$ cat src/rtl/axi_err_slave_term.sv
// AXI4 slave terminator: accepts every burst, drains W data and answers each
// burst with a fixed error response, counting completions and capturing the first address.
module axi_err_slave_term #(
  parameter int unsigned AXI_ADDR_WIDTH  = 32,
  parameter int unsigned AXI_DATA_WIDTH  = 64,
  parameter int unsigned AXI_ID_WIDTH    = 7,
  parameter int unsigned MAX_OUTSTANDING = 4,
  parameter logic [1:0]  RESP            = 2'b11,
  parameter int unsigned CNT_WIDTH       = 16
) (
  input  logic                      clk_i,
  input  logic                      rst_ni,
  input  logic                      aw_valid_i,
  output logic                      aw_ready_o,
  input  logic [AXI_ID_WIDTH-1:0]   aw_id_i,
  input  logic [AXI_ADDR_WIDTH-1:0] aw_addr_i,
  input  logic                      w_valid_i,
  output logic                      w_ready_o,
  input  logic                      w_last_i,
  output logic                      b_valid_o,
  input  logic                      b_ready_i,
  output logic [AXI_ID_WIDTH-1:0]   b_id_o,
  output logic [1:0]                b_resp_o,
  input  logic                      ar_valid_i,
  output logic                      ar_ready_o,
  input  logic [AXI_ID_WIDTH-1:0]   ar_id_i,
  input  logic [AXI_ADDR_WIDTH-1:0] ar_addr_i,
  input  logic [7:0]                ar_len_i,
  output logic                      r_valid_o,
  input  logic                      r_ready_i,
  output logic [AXI_ID_WIDTH-1:0]   r_id_o,
  output logic [AXI_DATA_WIDTH-1:0] r_data_o,
  output logic [1:0]                r_resp_o,
  output logic                      r_last_o,
  input  logic                      clr_i,
  output logic [CNT_WIDTH-1:0]      wr_err_cnt_o,
  output logic [CNT_WIDTH-1:0]      rd_err_cnt_o,
  output logic                      err_valid_o,
  output logic [AXI_ADDR_WIDTH-1:0] err_addr_o,
  output logic                      err_is_write_o
);

  localparam int unsigned PW = $clog2(MAX_OUTSTANDING);
  localparam int unsigned CW = PW + 1;
  localparam logic [CW-1:0] FULL_CNT = CW'(MAX_OUTSTANDING);

  typedef enum logic [1:0] {W_IDLE, W_DRAIN, W_RESP} w_state_t;
  typedef enum logic {R_IDLE, R_SEND} r_state_t;

  // ---------------- AW queue ----------------
  logic [AXI_ID_WIDTH-1:0] aw_id_mem [MAX_OUTSTANDING];
  logic [PW-1:0]           aw_wptr_reg, aw_rptr_reg;
  logic [CW-1:0]           aw_cnt_reg, aw_cnt_next;
  logic                    aw_ready_reg;
  logic                    aw_push, aw_pop;

  assign aw_push    = aw_valid_i && aw_ready_reg;
  assign aw_ready_o = aw_ready_reg;

  always_comb begin
    aw_cnt_next = aw_cnt_reg + CW'(aw_push) - CW'(aw_pop);
  end

  // Ready is registered from the next occupancy so no input reaches it combinationally.
  always_ff @(posedge clk_i) begin
    if (!rst_ni) begin
      aw_wptr_reg  <= '0;
      aw_rptr_reg  <= '0;
      aw_cnt_reg   <= '0;
      aw_ready_reg <= 1'b0;
    end else begin
      if (aw_push) aw_wptr_reg <= aw_wptr_reg + PW'(1);
      if (aw_pop)  aw_rptr_reg <= aw_rptr_reg + PW'(1);
      aw_cnt_reg   <= aw_cnt_next;
      aw_ready_reg <= (aw_cnt_next != FULL_CNT);
    end
  end

  always_ff @(posedge clk_i) begin
    if (aw_push) aw_id_mem[aw_wptr_reg] <= aw_id_i;
  end

  // ---------------- AR queue ----------------
  logic [AXI_ID_WIDTH-1:0] ar_id_mem  [MAX_OUTSTANDING];
  logic [7:0]              ar_len_mem [MAX_OUTSTANDING];
  logic [PW-1:0]           ar_wptr_reg, ar_rptr_reg;
  logic [CW-1:0]           ar_cnt_reg, ar_cnt_next;
  logic                    ar_ready_reg;
  logic                    ar_push, ar_pop;

  assign ar_push    = ar_valid_i && ar_ready_reg;
  assign ar_ready_o = ar_ready_reg;

  always_comb begin
    ar_cnt_next = ar_cnt_reg + CW'(ar_push) - CW'(ar_pop);
  end

  always_ff @(posedge clk_i) begin
    if (!rst_ni) begin
      ar_wptr_reg  <= '0;
      ar_rptr_reg  <= '0;
      ar_cnt_reg   <= '0;
      ar_ready_reg <= 1'b0;
    end else begin
      if (ar_push) ar_wptr_reg <= ar_wptr_reg + PW'(1);
      if (ar_pop)  ar_rptr_reg <= ar_rptr_reg + PW'(1);
      ar_cnt_reg   <= ar_cnt_next;
      ar_ready_reg <= (ar_cnt_next != FULL_CNT);
    end
  end

  always_ff @(posedge clk_i) begin
    if (ar_push) begin
      ar_id_mem[ar_wptr_reg]  <= ar_id_i;
      ar_len_mem[ar_wptr_reg] <= ar_len_i;
    end
  end

  // ---------------- Write FSM ----------------
  w_state_t                w_state_reg, w_state_next;
  logic [AXI_ID_WIDTH-1:0] b_id_reg;

  always_ff @(posedge clk_i) begin
    if (!rst_ni) begin
      w_state_reg <= W_IDLE;
      b_id_reg    <= '0;
    end else begin
      w_state_reg <= w_state_next;
      if (aw_pop) b_id_reg <= aw_id_mem[aw_rptr_reg];
    end
  end

  // Leaving IDLE on the push itself gives w_ready the cycle after AW is accepted.
  always_comb begin
    w_state_next = w_state_reg;
    aw_pop       = 1'b0;
    case (w_state_reg)
      W_IDLE:  if (aw_cnt_reg != '0 || aw_push) w_state_next = W_DRAIN;
      W_DRAIN: if (w_valid_i && w_last_i) begin
                 aw_pop       = 1'b1;
                 w_state_next = W_RESP;
               end
      W_RESP:  if (b_ready_i) w_state_next = W_IDLE;
      default: w_state_next = W_IDLE;
    endcase
  end

  assign w_ready_o = (w_state_reg == W_DRAIN);
  assign b_valid_o = (w_state_reg == W_RESP);
  assign b_id_o    = b_id_reg;
  assign b_resp_o  = RESP;

  // ---------------- Read FSM ----------------
  r_state_t   r_state_reg, r_state_next;
  logic [7:0] r_beat_reg, r_beat_next;
  logic       r_last;

  assign r_last = (r_state_reg == R_SEND) && (r_beat_reg == ar_len_mem[ar_rptr_reg]);

  always_ff @(posedge clk_i) begin
    if (!rst_ni) begin
      r_state_reg <= R_IDLE;
      r_beat_reg  <= '0;
    end else begin
      r_state_reg <= r_state_next;
      r_beat_reg  <= r_beat_next;
    end
  end

  always_comb begin
    r_state_next = r_state_reg;
    r_beat_next  = r_beat_reg;
    ar_pop       = 1'b0;
    case (r_state_reg)
      R_IDLE: if (ar_cnt_reg != '0 || ar_push) begin
                r_state_next = R_SEND;
                r_beat_next  = '0;
              end
      R_SEND: if (r_ready_i) begin
                if (r_last) begin
                  ar_pop       = 1'b1;
                  r_state_next = R_IDLE;
                end else begin
                  r_beat_next = r_beat_reg + 8'd1;
                end
              end
      default: r_state_next = R_IDLE;
    endcase
  end

  assign r_valid_o = (r_state_reg == R_SEND);
  assign r_id_o    = ar_id_mem[ar_rptr_reg];
  assign r_data_o  = '0;
  assign r_resp_o  = RESP;
  assign r_last_o  = r_last;

  // ---------------- Counters and capture ----------------
  logic                      wr_inc, rd_inc, aw_hs, ar_hs;
  logic [CNT_WIDTH-1:0]      wr_cnt_reg, rd_cnt_reg;
  logic                      err_valid_reg, err_is_write_reg;
  logic [AXI_ADDR_WIDTH-1:0] err_addr_reg;

  assign wr_inc = b_valid_o && b_ready_i;
  assign rd_inc = r_valid_o && r_ready_i && r_last;
  assign aw_hs  = aw_push;
  assign ar_hs  = ar_push;

  always_ff @(posedge clk_i) begin
    if (!rst_ni) begin
      wr_cnt_reg <= '0;
      rd_cnt_reg <= '0;
    end else if (clr_i) begin
      wr_cnt_reg <= CNT_WIDTH'(wr_inc);
      rd_cnt_reg <= CNT_WIDTH'(rd_inc);
    end else begin
      if (wr_inc && wr_cnt_reg != '1) wr_cnt_reg <= wr_cnt_reg + CNT_WIDTH'(1);
      if (rd_inc && rd_cnt_reg != '1) rd_cnt_reg <= rd_cnt_reg + CNT_WIDTH'(1);
    end
  end

  // A handshake in the clearing cycle re-arms the capture with the new address.
  always_ff @(posedge clk_i) begin
    if (!rst_ni) begin
      err_valid_reg    <= 1'b0;
      err_addr_reg     <= '0;
      err_is_write_reg <= 1'b0;
    end else if ((!err_valid_reg || clr_i) && (aw_hs || ar_hs)) begin
      err_valid_reg    <= 1'b1;
      err_addr_reg     <= aw_hs ? aw_addr_i : ar_addr_i;
      err_is_write_reg <= aw_hs;
    end else if (clr_i) begin
      err_valid_reg    <= 1'b0;
      err_addr_reg     <= '0;
      err_is_write_reg <= 1'b0;
    end
  end

  assign wr_err_cnt_o   = wr_cnt_reg;
  assign rd_err_cnt_o   = rd_cnt_reg;
  assign err_valid_o    = err_valid_reg;
  assign err_addr_o     = err_addr_reg;
  assign err_is_write_o = err_is_write_reg;

endmodule

$ cat config.mk
export PLATFORM = sky130hd
export DESIGN_NAME = axi_err_slave_term
export DESIGN_NICKNAME = d
export VERILOG_FILES = /design/src/rtl/axi_err_slave_term.sv
export SDC_FILE = /design/constraint.sdc
export NUM_CORES = 1
export LEC_CHECK = 0
export ABC_CLOCK_PERIOD_IN_PS = 3100
export BUFFER_PORTS_ARGS = -buffer_cell sky130_fd_sc_hd__buf_4
export CAP_MARGIN = 15
export CORE_ASPECT_RATIO = 0.5
export CORE_MARGIN = 4
export CORE_UTILIZATION = 26
export CTS_CLUSTER_SIZE = 30
export DETAILED_ROUTE_END_ITERATION = 10
export HOLD_SLACK_MARGIN = 0.02
export PLACE_DENSITY_LB_ADDON = 0.05
export SYNTH_ARGS = -nofsm -noshare
export SYNTH_HDL_FRONTEND = slang
export SYNTH_SLANG_ARGS = --single-unit
$ cat constraint.sdc
create_clock -name clk_i -period 3.1 [get_ports clk_i]
set_input_delay 0.62 -clock clk_i [delete_from_list [all_inputs] [get_ports clk_i]]
set_output_delay 0.62 -clock clk_i [all_outputs]
set_load 0.02 [all_outputs]
# Yosys cells after proc, flatten, opt, wreduce, memory -nomap -nowiden

Memory sizes are Yosys's and may differ from the RTL's. A register that Yosys moved wholly into a read port is not among the register bits.
Cells that the tools add are included.

Register bits after elaboration: 93
RAM bits: 88
Output and inout bits: 154
Memories: 3

Memories:

| memory     | words | width | rd ports | clocked after Yosys merged registers in | wr ports | RTL line | source |
|---|---|---|---|---|---|---|---|
| ar_len_mem | 4     | 8     | 1        | 1                                       | 1        | 85       | `logic [7:0] ar_len_mem [MAX_OUTSTANDING];` |
| ar_id_mem  | 4     | 7     | 1        | 1                                       | 1        | 84       | `logic [AXI_ID_WIDTH-1:0] ar_id_mem [MAX_OUTSTANDING];` |
| aw_id_mem  | 4     | 7     | 1        | 1                                       | 1        | 51       | `logic [AXI_ID_WIDTH-1:0] aw_id_mem [MAX_OUTSTANDING];` |

Add/sub/neg operators: 11
Equality and inequality tests: 13
Muxes and demuxes: 35
Bitwise gates (word level): 2
Reduce and logical (&&, ||, !) cells: 25

Operators with widths:

| operator              | count |
|---|---|
| $mux 32               | 3 |
| $add 16x1->16 const B | 2 |
| $ne 16x16->1 const B  | 2 |
| $mux 8                | 3 |
| $mux 1                | 19 |
| $pmux 8 s2            | 1 |
| $mux 2                | 7 |
| $logic_and 1x1->1     | 10 |
| $add 2x1->2 const B   | 4 |
| $add 8x1->8 const B   | 1 |
| $eq 8x8->1            | 1 |
| $ne 2x2->1 const B    | 4 |
| $add 3x1->3           | 2 |
| $ne 3x3->1 const B    | 2 |
| $pmux 2 s3            | 1 |
| $reduce_and 3->1      | 2 |
| $reduce_bool 2->1     | 3 |
| $reduce_bool 3->1     | 2 |
| $sub 3x1->3           | 2 |
| $logic_or 1x1->1      | 4 |
| $ne 2x1->1 const B    | 2 |
| $eq 2x1->1 const B    | 1 |
| $eq 2x2->1 const B    | 1 |
| $logic_not 1->1       | 2 |
| 4 further kinds       | 5 |

# Longest topological paths before layout

Depth in word-level cells: 7
Gate-level depth with buffers: 16
Gate-level depth less buffers: 13

# Worst setup path after synthesis

Ideal clock, no wire load.

Path kind: register to register
Start point: register with a tool-made name
End point: register ar_ready_reg (netlist: ar_ready_o)
Arrival: 3.215 ns
Required time: 2.980 ns
Slack: -0.235 ns
Cell stages (with the launch flop): 16
Path buffers: 2
Period minus slack after synthesis: 3.335 ns
Path through: dfxtp_1 -> buf_6 -> mux4_2 -> xor2_1 -> nor4_4 -> nand3_4 -> inv_2 -> buf_4 -> ha_1 -> inv_1 -> ha_1 -> inv_1 -> fa_1 -> xor2_1 -> xnor2_1 -> o31a_1

RTL lines:

| what                 | RTL line | source |
|---|---|---|
| to (signal assigned) | 108      | `ar_ready_reg <= (ar_cnt_next != FULL_CNT);` |
| to (decl)            | 88       | `logic ar_ready_reg;` |

==> impl_metrics.tcl <==
set metrics [dict create \
    drc 0 \
    diodes 0 \
    area.growth.synth_to_final_pct 25.99 \
    row_count 47 \
    min_period_over_period 1.014 \
    drv_cap 0 \
    h-tree-depth 4 \
    required_ns 3.43 \
    io_buffers 180 \
    yosysWarnings 0 \
    worstHoldStart "ar_id_i[1]" \
    netlist_area_um2 8922 \
    synthFlopType "dfxtp_1" \
    swShare 0.3079 \
    vias 6380 \
    power.internal_uw 4457 \
    whs_path_depth 1 \
    crit_fanout 8 \
    syn_inst 815 \
    nFillCells 3416 \
    grt_pass1_vias 6302 \
    r2r_cells 13 \
    skew_ns 0.01690 \
    outcome "finished with violations" \
    dp_hpwl_um 16870 \
    die-height_um 139.0 \
    firstDrtPassIters 5 \
    slew_viol_final 0 \
    grt_max_degree 48 \
    fp.coreArea_um2 33460 \
    gp_congestion 0.7028 \
    fin_crit_ns 3.144 \
    syn_avg_cell_area_um2 10.95 \
    multi_input_area_um2 3777 \
    slew_headroom 0.5597 \
    total_leakage_power_uw 0.004511 \
    critPathLaunchType "register" \
    clkLatencyLatePin_ns 0.45 \
    power_frac_clock 0.356 \
    drtIter0Drc 268 \
    via_per_inst 4.400 \
    worstMarginPinSlew_ns 0.6605 \
    ys_seq_area_frac 0.5250 \
    die_width_um 270.0 \
    grt_pass1_wl_um 36650 \
    power.switching_uw 1983 \
    nets 1108 \
    die_area_um2 37520 \
    utilization 0.3359 \
    power_density_nw_per_um2 572.8 \
    rsz0062_at_grt "true" \
    antenna_left 0 \
    combPwrFrac 0.194 \
    finalHoldViolations 0 \
    cts_tree "done" \
    yosysTopAreaCellShare 0.2962 \
    ys_ff_latch 190 \
    drive_gt1_frac 0.2745 \
    power_uw 6439 \
    synth_edf_count 88 \
    antenna_found_initial 0 \
    sequentialPowerShare 0.450 \
    clk_pin_slew_ns 0.09 \
    ios 249 \
    cts_hold_buf 0 \
    ir_drop_v 0.0003645 \
    layout_setup_ws_ns -0.04404 \
    yosysUniqueCellTypes 54 \
    cts_buffers 17 \
    overflow 0 \
    grtUsageTotal 0.1255 \
    async_flop_share 0 \
    wl_um 23970 \
    clock-root-buffer "clkbuf_16" \
    failed_checks "setup timing" \
    cp-end-kind "register" \
    seqCellArea_um2 4688 \
    setup_viol 2 \
    initial_core_util 0.2666 \
    synthTopCellsByArea "edfxtp_1 (30%), dfxtp_1 (23%), buf_4 (5.9%)" \
    path_class "register to register" \
    cts_max_path_buffers 2 \
    wl_per_cell_um 16.53 \
    clock-sinks 190 \
    fmax_ghz 0.3181 \
    yosysTopAreaCell "edfxtp_1" \
    hold_path_class "input pin to register" \
    cp_data_arrival_time_ns 3.47 \
]
## layout make-up
cell class	count	area share
inverter	14	0.004898
clock buffer	17	0.03784
tap	441	0.04909
multi-input combinational	565	0.3360
sequential	190	0.4171
clock inverter	15	0.01547
timing repair buffer	208	0.1396
## final timing paths
kind,end,slack (ns)
min reg2reg,b_id_o[3]$_SDFFE_PN0P_,0.47
max,ar_ready_o$_SDFF_PN0_,-0.04
min,ar_id_mem[0][1]$_DFFE_PP_,0.36
max reg2reg,ar_ready_o$_SDFF_PN0_,-0.04
## cell families (layout without fill, tap and decap cells)
kind of cell / count (synthesis) / after routing / share of synthesized area
buf+inv: 126 / 254 / 0.08386
xor+xnor: 29 / 29 / 0.02847
simple gates: 293 / 293 / 0.1719
flops: 190 / 190 / 0.5250
other cells: 2 / 68 / 0.0008417
fa+ha+maj: 17 / 17 / 0.02552
mux: 34 / 34 / 0.06970
compound gates: 124 / 124 / 0.09466
## worst max-delay path, stage by stage (launching register included)
cell     delay (ns)
dfxtp_4        0.44
mux4_2         0.55
xor2_2         0.17
nor4_4         0.35
nand3_4        0.14
inv_4          0.09
ha_4           0.19
inv_2          0.05
ha_4           0.11
inv_2          0.03
fa_2           0.34
xor2_1         0.16
xnor2_1        0.15
o31a_1         0.25
## synth_stat cells (6+ instances only)
cell type / number
mux4_2: 16
nor2_1: 24
nand2_1: 120
mux2i_1: 13
and2_1: 14
xnor2_1: 9
buf_4: 70
o21a_1: 37
a21boi_0: 12
a21oi_1: 41
nor3_1: 6
inv_1: 12
nor3b_1: 35
clkbuf_1: 33
nor2b_1: 10
o21ai_0: 9
nand3_1: 22
dfxtp_1: 102
nand4_1: 12
and3_1: 17
nand2b_1: 13
edfxtp_1: 88
xor2_1: 20
ha_1: 15
## per-stage QoR
stage	cell area, um2	cells	hold WS [ns]	setup WS (ns)	TNS (ns)
floorplan	9209	881	0.4489	-0.1243	-0.1279
global placement	10600	1414	0.4629	-0.1016	-0.1016
detailed placement	10600	1414	0.4700	-0.1832	-0.2526
CTS	11220	1448	0.3362	-0.07083	-0.1340
global route	11240	1450	0.3353	-0.1832	-0.4030
finish	11240	1450	0.3612	-0.04404	-0.06676
## cells in the final DEF (no fill, tap or decap), types with 5 or more instances in the layout
cell	count
nand2_1	120
nand3_1	22
nor2_1	24
dfxtp_1	101
conb_1	68
nand2b_1	13
inv_1	10
nor2b_1	10
nor3_1	6
ha_1	13
inv_8	6
and2_1	14
mux2i_1	13
o221a_2	5
mux4_2	17
buf_4	206
a21oi_1	40
a21boi_0	12
nand4_1	12
clkbuf_16	17
o21a_1	37
nor3b_1	35
xor2_1	19
and3_1	16
inv_6	6
xnor2_1	9
edfxtp_1	88
o21ai_0	9
## power by group through the flow
stage	sequential [uW]	clock, uW	combinational (uW)
2_1_floorplan	3020	0	762
3_3_place_gp	2960	0	1280
3_5_place_dp	2960	0	1280
4_1_cts	2900	2390	1280
5_1_grt	2920	2490	1380
6_report	2900	2290	1250
## what timing repair did
action | CTS | global route
setup buffers | 2 | 2
endpoints found under the setup margin | 3 | 3
resized for setup | 3 | 2
pin swaps | 0 | 1
## per-layer routing
| metal | up-vias | GRT usage | part of all wire |
|---|---|---|---|
| met5 | - | 0 | 0 |
| li1 | 3118 | - | - |
| met2 | 146 | 0.2206 | 0.50 |
| met1 | 3094 | 0.1536 | 0.44 |
| met3 | 22 | 0.02645 | 0.039 |
| met4 | 0 | 0.04363 | 0.015 |
(Power assumes the default switching activity.)
